$ cat src/rtl/display_pkg.sv
// Constants shared by the result display producer and the display controller's
// shifter, plus the transmit FSM state encoding.
package display_pkg;

  localparam int NUM_WORDS = 18;
  localparam int WORD_W    = 16;
  localparam int ADDR_W    = 5;
  localparam int PACE_W    = 8;

  typedef enum logic [1:0] {
    IDLE = 2'd0,
    SEND = 2'd1,
    GAP  = 2'd2,
    LAST = 2'd3
  } tx_state_e;

endpackage

$ cat src/rtl/result_buffer.sv
// NUM_WORDS x WORD_W register file: synchronous write, combinational read,
// asynchronous clear to zero.
module result_buffer
  import display_pkg::*;
(
  input  logic              clk,
  input  logic              rst_n,
  input  logic              wr_en,
  input  logic [ADDR_W-1:0] wr_addr,
  input  logic [WORD_W-1:0] wr_data,
  input  logic [ADDR_W-1:0] rd_addr,
  output logic [WORD_W-1:0] rd_data
);

  logic [WORD_W-1:0] words [NUM_WORDS];

  generate
    for (genvar gi = 0; gi < NUM_WORDS; gi++) begin : g_word
      logic [WORD_W-1:0] word_reg;

      // Full-width address compare, so indices >= NUM_WORDS never alias an entry.
      always_ff @(posedge clk or negedge rst_n) begin
        if (!rst_n) begin
          word_reg <= '0;
        end else if (wr_en && (wr_addr == ADDR_W'(gi))) begin
          word_reg <= wr_data;
        end
      end

      assign words[gi] = word_reg;
    end
  endgenerate

  always_comb begin
    rd_data = '0;
    if (rd_addr < ADDR_W'(NUM_WORDS)) begin
      rd_data = words[rd_addr];
    end
  end

endmodule

$ cat src/rtl/result_stream_tx.sv
// Streams the result buffer to the display serial-in port, last word first, so
// word 0 ends up in the display's first slot after a full frame.
module result_stream_tx
  import display_pkg::*;
#(
  parameter int PACE = 4
)
(
  input  logic              clk,
  input  logic              rst_n,
  input  logic              wr_en,
  input  logic [ADDR_W-1:0] wr_addr,
  input  logic [WORD_W-1:0] wr_data,
  input  logic              start,
  output logic              busy,
  output logic              done,
  output logic [WORD_W-1:0] data_out,
  output logic              en_out
);

  tx_state_e         state_reg, state_next;
  logic [ADDR_W-1:0] idx_reg, idx_next;
  logic [PACE_W-1:0] pace_reg, pace_next;
  logic              busy_reg, busy_next;
  logic              done_reg, done_next;
  logic              en_reg, en_next;
  logic [WORD_W-1:0] data_reg, data_next;
  logic [WORD_W-1:0] rd_data;

  result_buffer u_buffer (
    .clk     (clk),
    .rst_n   (rst_n),
    .wr_en   (wr_en),
    .wr_addr (wr_addr),
    .wr_data (wr_data),
    .rd_addr (idx_reg),
    .rd_data (rd_data)
  );

  always_ff @(posedge clk or negedge rst_n) begin
    if (!rst_n) begin
      state_reg <= IDLE;
      idx_reg   <= '0;
      pace_reg  <= '0;
      busy_reg  <= 1'b0;
      done_reg  <= 1'b0;
      en_reg    <= 1'b0;
      data_reg  <= '0;
    end else begin
      state_reg <= state_next;
      idx_reg   <= idx_next;
      pace_reg  <= pace_next;
      busy_reg  <= busy_next;
      done_reg  <= done_next;
      en_reg    <= en_next;
      data_reg  <= data_next;
    end
  end

  always_comb begin
    state_next = state_reg;
    case (state_reg)
      IDLE: if (start) state_next = SEND;
      SEND: begin
        if (idx_reg == '0) begin
          state_next = LAST;
        end else if (PACE > 1) begin
          state_next = GAP;
        end else begin
          state_next = SEND;
        end
      end
      GAP:  if (pace_reg == '0) state_next = SEND;
      LAST: state_next = IDLE;
      default: state_next = IDLE;
    endcase
  end

  // The buffer read in SEND sees the pre-edge contents, so a same-edge write
  // to the word being emitted only shows up in the next frame.
  always_comb begin
    idx_next  = idx_reg;
    pace_next = pace_reg;
    busy_next = busy_reg;
    done_next = 1'b0;
    en_next   = 1'b0;
    data_next = data_reg;
    case (state_reg)
      IDLE: begin
        if (start) idx_next = ADDR_W'(NUM_WORDS - 1);
      end
      SEND: begin
        data_next = rd_data;
        en_next   = 1'b1;
        busy_next = 1'b1;
        if (idx_reg != '0) begin
          idx_next  = idx_reg - 1'b1;
          // GAP lasts PACE-1 cycles: it exits when the counter reaches zero.
          pace_next = PACE_W'((PACE > 1) ? (PACE - 2) : 0);
        end
      end
      GAP: begin
        if (pace_reg != '0) pace_next = pace_reg - 1'b1;
      end
      LAST: begin
        done_next = 1'b1;
        busy_next = 1'b0;
      end
      default: ;
    endcase
  end

  assign busy     = busy_reg;
  assign done     = done_reg;
  assign en_out   = en_reg;
  assign data_out = data_reg;

endmodule

$ cat config.mk
export PLATFORM = sky130hd
export DESIGN_NAME = result_stream_tx
export DESIGN_NICKNAME = d
export VERILOG_FILES = /design/src/rtl/display_pkg.sv /design/src/rtl/result_buffer.sv /design/src/rtl/result_stream_tx.sv
export SDC_FILE = /design/constraint.sdc
export NUM_CORES = 1
export LEC_CHECK = 0
export ABC_AREA = 1
export CAP_MARGIN = 5
export CORE_MARGIN = 2
export CORE_UTILIZATION = 45
export DETAILED_ROUTE_END_ITERATION = 10
export REMOVE_ABC_BUFFERS = 1
export SKIP_LAST_GASP = 1
export SLEW_MARGIN = 20
export SYNTH_ARGS = -nofsm -noshare
export SYNTH_HDL_FRONTEND = slang
export SYNTH_SLANG_ARGS = --single-unit
$ cat constraint.sdc
create_clock -name clk -period 1.99 [get_ports clk]
set_input_delay 0.398 -clock clk [delete_from_list [all_inputs] [get_ports clk]]
set_output_delay 0.398 -clock clk [all_outputs]
set_load 0.02 [all_outputs]
==> insert_results.sql <==
INSERT INTO impl_metrics (metric_group, metric, value, unit) VALUES
('outcome', 'result_of_the_run', 'complete, no violations', ''),
('cts', 'cts_inserted_buffers', '37', ''),
('die', 'placement_rows', '65', ''),
('place', 'globalplace.congestion', '0.784', ''),
('route', 'drt_first_iter_violations', '1033', ''),
('sta', 'fmax', '531', 'MHz'),
('place', 'place_area', '15800', 'sq um'),
('layout', 'area.growth.synth_to_final', '16.5', '%'),
('die', 'die_area', '33900', 'sq um'),
('die', 'die_w', '184', 'um'),
('place', 'portBuffers', '43', ''),
('die', 'start_util', '0.460', ''),
('worst_setup_path', 'crit_buf_inv', '1', ''),
('worst_setup_path', 'critPathLaunchType', 'flip-flop', ''),
('sta', 'timing.final.ws_setup', '106', 'ps'),
('sta', 'hold-worst-slack', '360', 'ps'),
('layout', 'finalNetCount', '1858', ''),
('layout', 'mostFrequentLayoutCell', 'sky130_fd_sc_hd__nand2_1', ''),
('global_route', 'grt_antenna_before_repair', '0', ''),
('cts', 'clock-root-buffer', 'sky130_fd_sc_hd__clkbuf_16', ''),
('sta', 'setup_viol', '0', ''),
('yosys', 'number_of_instances_in_the_synthesized_netlist', '1805', ''),
('cts', 'clk_latency', '520', 'ps'),
('job', 'max-cap-violations', '0', ''),
('layout', 'final_cell_mix', 'sky130_fd_sc_hd__nand2_1, sky130_fd_sc_hd__o21ai_0, sky130_fd_sc_hd__dfrtp_1, sky130_fd_sc_hd__nor2_1, sky130_fd_sc_hd__nand3_1', ''),
('place', 'hpwlAfterDp', '24200', 'um'),
('pwr', 'power_density', '1370', 'nW/um^2'),
('worst_setup_path', 'critical-path-top-delay-family', 'buffers and inverters', ''),
('yosys', 'synthDominantAreaCellType', 'sky130_fd_sc_hd__dfrtp_1', ''),
('route', 'detail_route.drc_violations', '0', ''),
('worst_setup_path', 'cp_data_required_time', '1590', 'ps'),
('cts', 'cts_setup_buffers', '0', ''),
('cts', 'cts_max_path_buffers', '3', ''),
('worst_setup_path', 'worstSetupPathDepth', '1', ''),
('place', 'place_worst_setup_slack', '-78.1', 'ps'),
('worst_setup_path', 'path_cells', 'clkdlybuf4s50_1', ''),
('global_route', 'grt_max_degree', '66', ''),
('layout', 'fin_util', '0.537', ''),
('global_route', 'first_global_vias', '11767', ''),
('pwr', 'max-vdd-ir-drop', '0.679', 'mV'),
('sta', 'hold_viol_final', '0', ''),
('sta', 'rsz0062_at_grt', 'no', ''),
('worst_setup_path', 'cp_slowest_cell', 'sky130_fd_sc_hd__clkdlybuf4s50_1', ''),
('yosys', 'post_synth.cell_area_avg', '8.09', 'sq um'),
('yosys', 'synth.area.top_cells', 'sky130_fd_sc_hd__dfrtp_1, sky130_fd_sc_hd__nand2_1, sky130_fd_sc_hd__o21ai_0', ''),
('route', 'vias', '12171', ''),
('cts', 'cts.htree.levels', '2', ''),
('route', 'final_wl', '40400', 'um'),
('sta', 'final_max_slew_viol_count', '0', ''),
('worst_setup_path', 'timing.critical_path.slowest_cell_delay', '610', 'ps'),
('yosys', 'synth.yosys.warnings', '0', ''),
('route', 'vias_per_cell', '5.40', ''),
('yosys', 'synth_sequential_area_ratio', '0.552', ''),
('yosys', 'synth-seq-cells', '322', ''),
('pwr', 'static-leakage-power', '0.00806', 'uW'),
('worst_setup_path', 'worstRegToRegCells', '8', ''),
('layout', 'layout-drive-gt1-share', '0.0794', ''),
('yosys', 'netlist.area_leader.share', '0.552', ''),
('worst_setup_path', 'worstPathMaxFanout', '2', ''),
('cts', 'cts_tree', 'built', ''),
('yosys', 'yosysUniqueCellTypes', '28', ''),
('die', 'chip_height', '184', 'um'),
('sta', 'fin_crit_sh', '0.947', ''),
('route', 'route.antenna.remaining_nets', '0', ''),
('layout', 'antenna_cells', '0', ''),
('pwr', 'total_power', '23300', 'uW'),
('layout', 'finalInstanceArea', '17000', 'sq um'),
('sta', 'worst_slew_margin_rel', '0.637', ''),
('sta', 'period_needed', '1880', 'ps'),
('route', 'wl_per_cell', '17.9', 'um'),
('sta', 'timing_worst_slew_pin_value', '544', 'ps');
timing repair:
| item | in CTS | in global routing |
|---|---|---|
| hold endpoints to repair | 28 | 0 |
| setup endpoints to repair | 0 | 1 |
| gates resized for setup | 0 | 1 |
| hold buffers | 1 | 0 |
Yosys cell counts (all sizes together):
cell type    n
nand3      106
a21oi       37
ha           3
nor3         3
inv         94
clkbuf      83
or2          1
dfrtp      322
o211ai      20
nand4       11
xor2         3
o22ai       14
nand2      567
buf         48
o31ai        3
nor2       122
o21ai      368
power by group:
part           leakage, uW  internal (uW)  switching, uW
logic              0.00331           2910           5080
clock network     0.000571           3970           2610
registers          0.00418           7920            806
total              0.00806          14800           8490
path summary, 6_finish.rpt:
path | from | to | slack (ps)
worst max-delay path | data_out[11] | data_out[11] | 110
worst min-delay path | rst_n | u_buffer.g_word[2].word_reg[10] | 360
worst max register to register | idx_reg[0] | idx_reg[2] | 180
worst min register to register | data_out[3] | data_out[3] | 470
max in group asynchronous | rst_n | u_buffer.g_word[6].word_reg[2] | 960
min in group clk | data_out[3] | data_out[3] | 470
logic make-up (layout without fill, tap and decap cells):
family / after synthesis / count (layout) / share of synthesized area
AO/OA/AOI/OAI: 442 / 442 / 0.158
XOR/XNOR: 3 / 3 / 0.00180
adder cells (fa/ha/maj): 3 / 3 / 0.00257
buffers and inverters: 225 / 272 / 0.0637
flip-flops: 322 / 322 / 0.552
AND/OR/NAND/NOR: 810 / 810 / 0.223
layout make-up:
type	count	area [sq um]
clock buffers	54	1070
clock inverters	7	88.8
fillers	2964	14700
inverters	94	355
multi-input cells	1258	5620
flip-flops and latches	322	8060
well taps	402	503
repair buffers	117	1320
layer usage:
layer,wire length [um],track usage,part of all wire
met1,19200,0.367,0.48
met3,2250,0.0387,0.056
met4,617,0.0554,0.015
met5,0,0,0
met2,18300,0.394,0.45
metrics by stage:
stage	instances	setup TNS [ps]
finish	2254	0
global route	2254	0
CTS	2254	0
detailed placement	2192	-2480
global placement	2192	-232
floorplan	1674	-92260
Power figures use the tool's default switching activity.
